===== config.mk =====
export PLATFORM = sky130hd
export DESIGN_NAME = inst_fetch_unit
export DESIGN_NICKNAME = d
export VERILOG_FILES = /design/src/rtl/inst_fetch_unit.sv
export SDC_FILE = /design/constraint.sdc
export NUM_CORES = 1
export LEC_CHECK = 0
export CORE_UTILIZATION = 30
export CTS_BUF_LIST = sky130_fd_sc_hd__clkbuf_2 sky130_fd_sc_hd__clkbuf_4 sky130_fd_sc_hd__clkbuf_8
export CTS_CLUSTER_DIAMETER = 60
export DETAILED_ROUTE_END_ITERATION = 12
export GPL_ROUTABILITY_DRIVEN = 1
export PLACE_DENSITY = 0.71
export SLEW_MARGIN = 20
export SYNTH_ARGS = -nofsm -noshare
export SYNTH_HDL_FRONTEND = slang
export SYNTH_SLANG_ARGS = --single-unit

===== constraint.sdc =====
create_clock -name clk -period 1.7 [get_ports clk]
set_input_delay 0.34 -clock clk [delete_from_list [all_inputs] [get_ports clk]]
set_output_delay 0.34 -clock clk [all_outputs]
set_load 0.01 [all_outputs]

===== src/rtl/inst_fetch_unit.sv =====
// -----------------------------------------------------------------------------
// inst_fetch_unit
//
// Instruction fetch stage placed directly after the PC register. For each PC it
// runs a single transaction on the instruction-side SRAM-like bus
// (req / addr_ok / data_ok). The fetched word is presented to decode through a
// one-entry output slot. The unit also drives the PC register's advance enable
// and handles pipeline flushes. A PC that is not word aligned is never sent on
// the bus. Instead it is reported as an address error (AdEL) through the slot.
//
// Ports
//   clk, rst      clock; synchronous active-high reset
//   pc_i          current PC from the PC register
//   flush         pipeline flush (PC register loads the exception PC this cycle)
//   id_stall      decode cannot take the slot contents this cycle
//   pc_enable     advance the PC register (combinational, high on slot load)
//   inst_req      bus request, high only while waiting for address acceptance
//   inst_addr     bus address (the latched fetch PC)
//   inst_addr_ok  bus accepted the address
//   inst_rdata    bus read data
//   inst_data_ok  bus read data valid
//   if_valid      slot holds an instruction
//   if_pc         PC of the slot instruction
//   if_inst       slot instruction word (0 for AdEL)
//   if_adel       slot entry is a misaligned-fetch exception
// -----------------------------------------------------------------------------
module inst_fetch_unit #(
    parameter int               WIDTH    = 32,
    parameter logic [WIDTH-1:0] RESET_PC = 32'hbfc00000
) (
    input  logic             clk,
    input  logic             rst,
    input  logic [WIDTH-1:0] pc_i,
    input  logic             flush,
    input  logic             id_stall,
    output logic             pc_enable,
    output logic             inst_req,
    output logic [WIDTH-1:0] inst_addr,
    input  logic             inst_addr_ok,
    input  logic [WIDTH-1:0] inst_rdata,
    input  logic             inst_data_ok,
    output logic             if_valid,
    output logic [WIDTH-1:0] if_pc,
    output logic [WIDTH-1:0] if_inst,
    output logic             if_adel
);

    typedef enum logic [1:0] {
        S_IDLE,
        S_REQ,
        S_DATA,
        S_DISCARD
    } state_t;

    state_t           r_state;
    state_t           w_next_state;

    logic [WIDTH-1:0] r_pc_q;
    logic             r_valid;
    logic [WIDTH-1:0] r_pc;
    logic [WIDTH-1:0] r_inst;
    logic             r_adel;

    logic             w_slot_free;
    logic             w_drain;
    logic             w_misaligned;
    logic             w_start;
    logic             w_load_adel;
    logic             w_load_data;
    logic             w_load;

    // The slot can take a new entry if it is empty or is being drained now.
    assign w_slot_free  = !r_valid || !id_stall;
    assign w_drain      = r_valid && !id_stall;
    assign w_misaligned = (pc_i[1:0] != 2'b00);

    // -------------------------------------------------------------------------
    // Next-state and load decisions
    // -------------------------------------------------------------------------
    always_comb begin
        w_next_state = r_state;
        w_start      = 1'b0;
        w_load_adel  = 1'b0;
        w_load_data  = 1'b0;

        case (r_state)
            S_IDLE: begin
                if (!flush && w_slot_free) begin
                    if (w_misaligned) begin
                        w_load_adel = 1'b1;
                    end else begin
                        w_start      = 1'b1;
                        w_next_state = S_REQ;
                    end
                end
            end
            S_REQ: begin
                // An accepted address always owes one data beat, so a flush
                // after acceptance must wait for and drop that beat.
                if (flush) begin
                    w_next_state = inst_addr_ok ? S_DISCARD : S_IDLE;
                end else if (inst_addr_ok) begin
                    w_next_state = S_DATA;
                end
            end
            S_DATA: begin
                if (flush) begin
                    w_next_state = inst_data_ok ? S_IDLE : S_DISCARD;
                end else if (inst_data_ok) begin
                    w_load_data  = 1'b1;
                    w_next_state = S_IDLE;
                end
            end
            S_DISCARD: begin
                // The owed beat is consumed even if another flush arrives with
                // it; waiting for a second beat would never complete.
                if (inst_data_ok) begin
                    w_next_state = S_IDLE;
                end
            end
            default: begin
                w_next_state = S_IDLE;
            end
        endcase
    end

    assign w_load    = w_load_adel || w_load_data;
    assign pc_enable = w_load && !rst;

    // -------------------------------------------------------------------------
    // State register
    // -------------------------------------------------------------------------
    always_ff @(posedge clk) begin
        if (rst) begin
            r_state <= S_IDLE;
        end else begin
            r_state <= w_next_state;
        end
    end

    // -------------------------------------------------------------------------
    // Fetch address latch and output slot
    // -------------------------------------------------------------------------
    always_ff @(posedge clk) begin
        if (rst) begin
            r_pc_q  <= RESET_PC;
            r_valid <= 1'b0;
            r_pc    <= RESET_PC;
            r_inst  <= '0;
            r_adel  <= 1'b0;
        end else begin
            if (w_start) begin
                r_pc_q <= pc_i;
            end
            if (flush) begin
                r_valid <= 1'b0;
            end else if (w_load) begin
                r_valid <= 1'b1;
                r_pc    <= w_load_adel ? pc_i : r_pc_q;
                r_inst  <= w_load_adel ? '0 : inst_rdata;
                r_adel  <= w_load_adel;
            end else if (w_drain) begin
                r_valid <= 1'b0;
            end
        end
    end

    assign inst_req  = (r_state == S_REQ);
    assign inst_addr = r_pc_q;
    assign if_valid  = r_valid;
    assign if_pc     = r_pc;
    assign if_inst   = r_inst;
    assign if_adel   = r_adel;

endmodule

==> results of run 1 <==
-- Yosys cell counts (6+ instances only) --
master / count
nand3_1: 39
dfxtp_1: 100
a311oi_1: 22
nor3_1: 21
buf_2: 13
a32oi_1: 9
nor2_1: 12
nand2_1: 127
o21ai_1: 6
clkbuf_1: 31
a21oi_1: 59
o21ai_0: 25
-- flip-flops by register name (all words and copies together), names as in the netlist --
name / cells
inst_addr: 32
if_pc: 32
if_adel: 1
r_state: 2
if_valid: 1
if_inst: 32
-- how the worst max path moves through the flow --
stage	endpoint	cells after the start	slack, ns	start
2_1_floorplan	pc_enable	5	-0.01	r_state[1]
3_3_place_gp	pc_enable	5	-0.69	id_stall
3_5_place_dp	pc_enable	5	-0.69	id_stall
4_1_cts	pc_enable	4	-0.10	if_valid
5_1_grt	pc_enable	4	-0.14	r_state[1]
6_report	pc_enable	4	-0.07	r_state[1]
-- worst min-delay path: stages, from the launching register on --
cell and delay, ns:
dfxtp_1 0.31, nand2_1 0.05, a21oi_1 0.05
-- layout make-up --
type	instances	area, um2
clock buffers	13	166.4
clock inverters	2	10.01
fillers	1199	6326
inverters	1	3.754
multi-input cells	339	1857
flip-flops and latches	100	2008
well taps	172	215.2
repair buffers	203	2085
-- power by group --
group	internal, mW	switching, mW
Clock	0.635	0.775
Combinational	0.479	0.417
Sequential	2.44	0.0672
-- routing by layer --
metal	routed length (um)	part of all wire	track usage	vias to the layer above
met5	10	0.00078	0	-
li1	-	-	-	2042
met3	780	0.061	0.03114	20
met1	5581	0.43	0.2245	2030
met4	204	0.016	0.06838	2
met2	6281	0.49	0.3250	156
-- per-stage QoR --
step | utilization | cell area (um2) | setup WS, ns | setup TNS, ns | power [mW]
finish | 0.5007 | 6345 | -0.07256 | -0.07256 | 4.817
global route | 0.5007 | 6345 | -0.1357 | -0.4233 | 5.029
CTS | 0.4926 | 6242 | -0.1037 | -0.1037 | 4.844
detailed placement | 0.4702 | 5958 | -0.6915 | -45.01 | 3.425
global placement | 0.4702 | 5958 | -0.6851 | -40.78 | 3.406
floorplan | - | 3950 | -0.01391 | -0.01391 | 2.903
-- cell families (layout without fill, tap and decap cells) --
| logic type | after synthesis | in the layout |
|---|---|---|
| DFF | 100 | 100 |
| AOI/OAI and AO/OA | 129 | 129 |
| and+or+nand+nor | 207 | 207 |
| buffers and inverters | 49 | 219 |
| xor gates and xnor gates | 1 | 1 |
| muxes | 2 | 2 |
-- what timing repair did --
action                     4_1_cts  5_1_grt
pin swaps                        4        4
setup endpoints to repair       87       30
gates resized for setup         22       22
cloned                           2        1
setup buffers                    3        1
==> flow_metrics.env, run 1 <==
export IMPL_via_per_inst=5.120
export IMPL_numCtsBuffers=9
export IMPL_max_stage_delay_ns=0.36
export IMPL_cellLeakagePower_nw=2.204
export IMPL_mostFrequentLayoutCell="clkdlybuf4s50_1"
export IMPL_rrSetupSlack_ns=0.05
export IMPL_cts_tree="built"
export IMPL_io_pins=170
export IMPL_hold_start="if_inst[22]"
export IMPL_place_inst=809
export IMPL_ir_drop_mv=0.3728
export IMPL_rsz0062_at_grt="true"
export IMPL_cts_buffer_depth=2
export IMPL_hold_slack_ns=0.4561
export IMPL_wl_per_cell_um=15.49
export IMPL_overflow=0
export IMPL_worstPathArrival_ns=1.43
export IMPL_synth_fa_ha_area_frac=0
export IMPL_ys_seq_area_frac=0.5099
export IMPL_crit_type="flop to output port"
export IMPL_first_pass_iters=5
export IMPL_gp_congestion=0.8275
export IMPL_fin_skew_ns=0.01105
export IMPL_synth_area_top_cells="dfxtp_1, nand2_1, a21oi_1"
export IMPL_postLayoutSetupSlackWorst_ns=-0.07256
export IMPL_antenna_left=0
export IMPL_cts_hold_buffers=0
export IMPL_crit_slowest_cell="a2111oi_4"
export IMPL_synthSimpleGateAreaFrac=0.2243
export IMPL_worst_path_buf_inv=1
export IMPL_ys_flop_type="dfxtp_1"
export IMPL_portBuffers=169
export IMPL_via_count=4250
export IMPL_instances_no_fill=830
export IMPL_grt_antenna_before_repair=1
export IMPL_cp_start_kind="flop"
export IMPL_timing_fmax_mhz=564.2
export IMPL_synth_edf_count=0
export IMPL_outcome="finished with violations"
export IMPL_syn_to_final_growth_pct=61.60
export IMPL_synth_top_area_cell="dfxtp_1"
export IMPL_min_to="if_inst[22]"
export IMPL_yosys_warnings=0
export IMPL_syn_nets=558
export IMPL_r2r_cells=4
export IMPL_drc=0
export IMPL_synth_async_reset_ratio=0
export IMPL_die_w_um=116.4
export IMPL_drive_gt1_frac=0.1201
export IMPL_drt_initial_drc_count=311
export IMPL_clock_latency_ns=0.36
export IMPL_grt_max_degree=60
export IMPL_die_height_um=116.4
export IMPL_violations="negative setup slack"
export IMPL_tightest_slew_ns=0.4250
export IMPL_layout_common_cells="clkdlybuf4s50_1, nand2_1, dfxtp_1"
export IMPL_antenna_cells=0
export IMPL_grt_pass1_vias=3982
export IMPL_syn_area_um2=3926
export IMPL_crit_fanout=2
export IMPL_min_delay_path_depth=2
export IMPL_cp_required_ns=1.36
export IMPL_setup_viol=1
export IMPL_min_period_ns=1.773
export IMPL_final_hold_violation_count=0
export IMPL_synth_avg_cell_area_um2=8.046
export IMPL_drv_slew=0
export IMPL_core_um2=12670
export IMPL_clk_pin_slew_ns=0.09
export IMPL_cp_end_kind="output port"
export IMPL_synth_distinct_cells=28
export IMPL_fin_crit_sh=1.043
export IMPL_grt_pass1_wl_um=19580
export IMPL_synth_xor_xnor_area_share=0.002231
export IMPL_cts_root_buf="clkbuf_8"
export IMPL_synth_compound_area_frac=0.2068
export IMPL_drv_cap=0
export IMPL_r2r_end="if_pc[22]"
export IMPL_layout_nets=724
export IMPL_crit_family="compound AO/OA/AOI/OAI gates"
export IMPL_htree_levels=3
export IMPL_start_util=0.3099
export IMPL_slew_limit_headroom=0.7167
export IMPL_synth_top_family_by_area="simple AND/OR/NAND/NOR gates"
export IMPL_synth_top_area_frac=0.5099
export IMPL_hpwl_um=8629
export IMPL_cts_sinks=100
export IMPL_path_cells="a2111oi_4 > nand2_2 > a21oi_4 > buf_6"
export IMPL_grt_usage=0.1845
export IMPL_synth_mux_area_fraction=0.005736
export IMPL_synth_seq_cells=100
export IMPL_rr_startpoint="r_state[1]"
export IMPL_rows=41
export IMPL_power_density_nw_per_um2=759.1
export IMPL_dieArea_um2=13550
export IMPL_hold_class="flop to flop"
export IMPL_synth_cells=488
export IMPL_totalWireLength_um=12860
No activity file was read; power rests on OpenSTA's default activity.
==> run 2: changes to the inputs <==
GPL_TIMING_DRIVEN = 0   (was not set)
==> flow_metrics.env, run 2 (synthesis results as in run 1) <==
export IMPL_cp_end_kind="output port"
export IMPL_drc=0
export IMPL_r2r_end="if_pc[7]"
export IMPL_antenna_cells=0
export IMPL_drive_gt1_frac=0.1867
export IMPL_min_delay_path_depth=2
export IMPL_cts_root_buf="clkbuf_8"
export IMPL_cts_tree="built"
export IMPL_wl_per_cell_um=16.80
export IMPL_start_util=0.3099
export IMPL_fin_util=0.5288
export IMPL_slew_limit_headroom=0.5294
export IMPL_die_height_um=116.4
export IMPL_rrSetupSlack_ns=-0.18
export IMPL_dieArea_um2=13550
export IMPL_crit_fanout=10
export IMPL_syn_to_final_growth_pct=70.65
export IMPL_drv_slew=0
export IMPL_fill_cells=1180
export IMPL_grt_max_degree=17
export IMPL_finalPower_mw=5.134
export IMPL_tightest_slew_ns=0.7059
export IMPL_rsz0062_at_grt="true"
export IMPL_portBuffers=167
export IMPL_min_to="if_valid"
export IMPL_grt_antenna_before_repair=0
export IMPL_grt_busiest_layer="met2"
export IMPL_gp_congestion=0.8659
export IMPL_grt_usage=0.2044
export IMPL_hold_slack_ns=0.2974
export IMPL_cp_start_kind="primary input"
export IMPL_grt_pass1_vias=4320
export IMPL_io_pins=170
export IMPL_setup_viol=47
export IMPL_grt_met1_usage=0.2316
export IMPL_hpwl_um=9725
export IMPL_ir_drop_mv=0.4527
export IMPL_dp_slack_ns=-1.342
export IMPL_drv_cap=0
export IMPL_outcome="finished with violations"
export IMPL_clock_latency_ns=0.38
export IMPL_setup_tns_ns=-1.917
export IMPL_violations="negative setup slack"
export IMPL_fin_skew_ns=0.01422
export IMPL_hold_start="flush"
export IMPL_cts_sinks=100
export IMPL_postLayoutSetupSlackWorst_ns=-0.2795
export IMPL_worstPathArrival_ns=1.64
export IMPL_cellLeakagePower_nw=2.407
export IMPL_rows=41
export IMPL_first_pass_iters=5
export IMPL_timing_fmax_mhz=505.2
export IMPL_cts_hold_buffers=0
export IMPL_via_count=4407
export IMPL_htree_levels=3
export IMPL_antenna_left=0
export IMPL_cts_buffer_depth=2
export IMPL_hold_class="primary input to flop"
export IMPL_layout_nets=756
export IMPL_final_hold_violation_count=0
export IMPL_drt_initial_drc_count=198
export IMPL_power_density_nw_per_um2=766.3
export IMPL_min_period_ns=1.979
export IMPL_numCtsBuffers=9
export IMPL_cp_required_ns=1.36
export IMPL_via_per_inst=5.107
export IMPL_fin_crit_sh=1.164
export IMPL_totalWireLength_um=14500
export IMPL_crit_type="primary input to output port"
export IMPL_rr_startpoint="if_valid"
export IMPL_globalRouteMet3Util=0.05086
export IMPL_mostFrequentLayoutCell="clkdlybuf4s50_1"
export IMPL_grt_pass1_wl_um=21100
export IMPL_layout_common_cells="clkdlybuf4s50_1, nand2_1, dfxtp_1"
export IMPL_r2r_cells=7
export IMPL_clk_pin_slew_ns=0.09
export IMPL_overflow=0
export IMPL_core_um2=12670
export IMPL_die_w_um=116.4
export IMPL_use_met2=0.3716
-- run 2: cell count changes in the layout (fill, tap and decap cells not counted), sizes merged --
cell / change
a2111o: +1
buf: +8
bufbuf: +1
bufinv: +1
clkbuf: +21
clkdlybuf4s15: -1
clkdlybuf4s50: -6
clkinv: +1
dlygate4sd2: -2
dlymetal6s2s: +7
inv: +1
nor2: +1
-- run 2: metal layers --
metal,vias up,part of all wire
li1,2117,-
met1,2084,0.41
met2,185,0.51
met3,21,0.065
met4,0,0.017
met5,-,0
-- run 2: area by class of cell --
| cell class | count | area, um2 | area share |
|---|---|---|---|
| Inverter | 1 | 3.754 | 0.0005602 |
| Multi-Input combinational cell | 341 | 1997 | 0.2980 |
| Sequential cell | 100 | 2022 | 0.3018 |
| Clock inverter | 5 | 61.31 | 0.009150 |
| Tap cell | 172 | 215.2 | 0.03212 |
| Timing Repair Buffer | 190 | 1943 | 0.2900 |
| Clock buffer | 11 | 138.9 | 0.02073 |
| Buffer | 43 | 319.1 | 0.04762 |
-- run 2: how the worst max path moves through the flow --
| stage | from | end | slack, ns | cells past startpoint |
|---|---|---|---|---|
| 3_5_place_dp | id_stall | pc_enable | -1.34 | 6 |
| 4_1_cts | if_valid | pc_enable | -0.30 | 5 |
| 5_1_grt | if_valid | pc_enable | -0.33 | 5 |
| 2_1_floorplan | r_state[1] | pc_enable | -0.01 | 5 |
| 6_report | inst_data_ok | pc_enable | -0.28 | 6 |
| 3_3_place_gp | id_stall | pc_enable | -1.36 | 6 |
-- run 2: worst max-delay path, stage by stage --
cell	delay, ns
clkdlybuf4s50_1	0.57
nand4bb_4	0.14
buf_8	0.17
buf_6	0.15
a21oi_4	0.15
buf_6	0.12
-- run 2: where the power goes --
group	internal (mW)	switching, mW
combinational	0.556	0.486
clock	0.723	0.853
sequential	2.44	0.0737
-- run 2: timing repair --
action | 4_1_cts | 5_1_grt
cloned | 3 | 3
endpoints found under the setup margin | 100 | 88
pin swaps | 8 | 9
setup buffers | 21 | 6
gates resized for setup | 69 | 98
hold endpoints to repair | 0 | 0
-- run 2: stage by stage --
step / instances / instance area, um2
floorplan: 488 / 3950
global placement: 827 / 5837
detailed placement: 827 / 5837
CTS: 854 / 6372
global route: 863 / 6700
finish: 863 / 6700
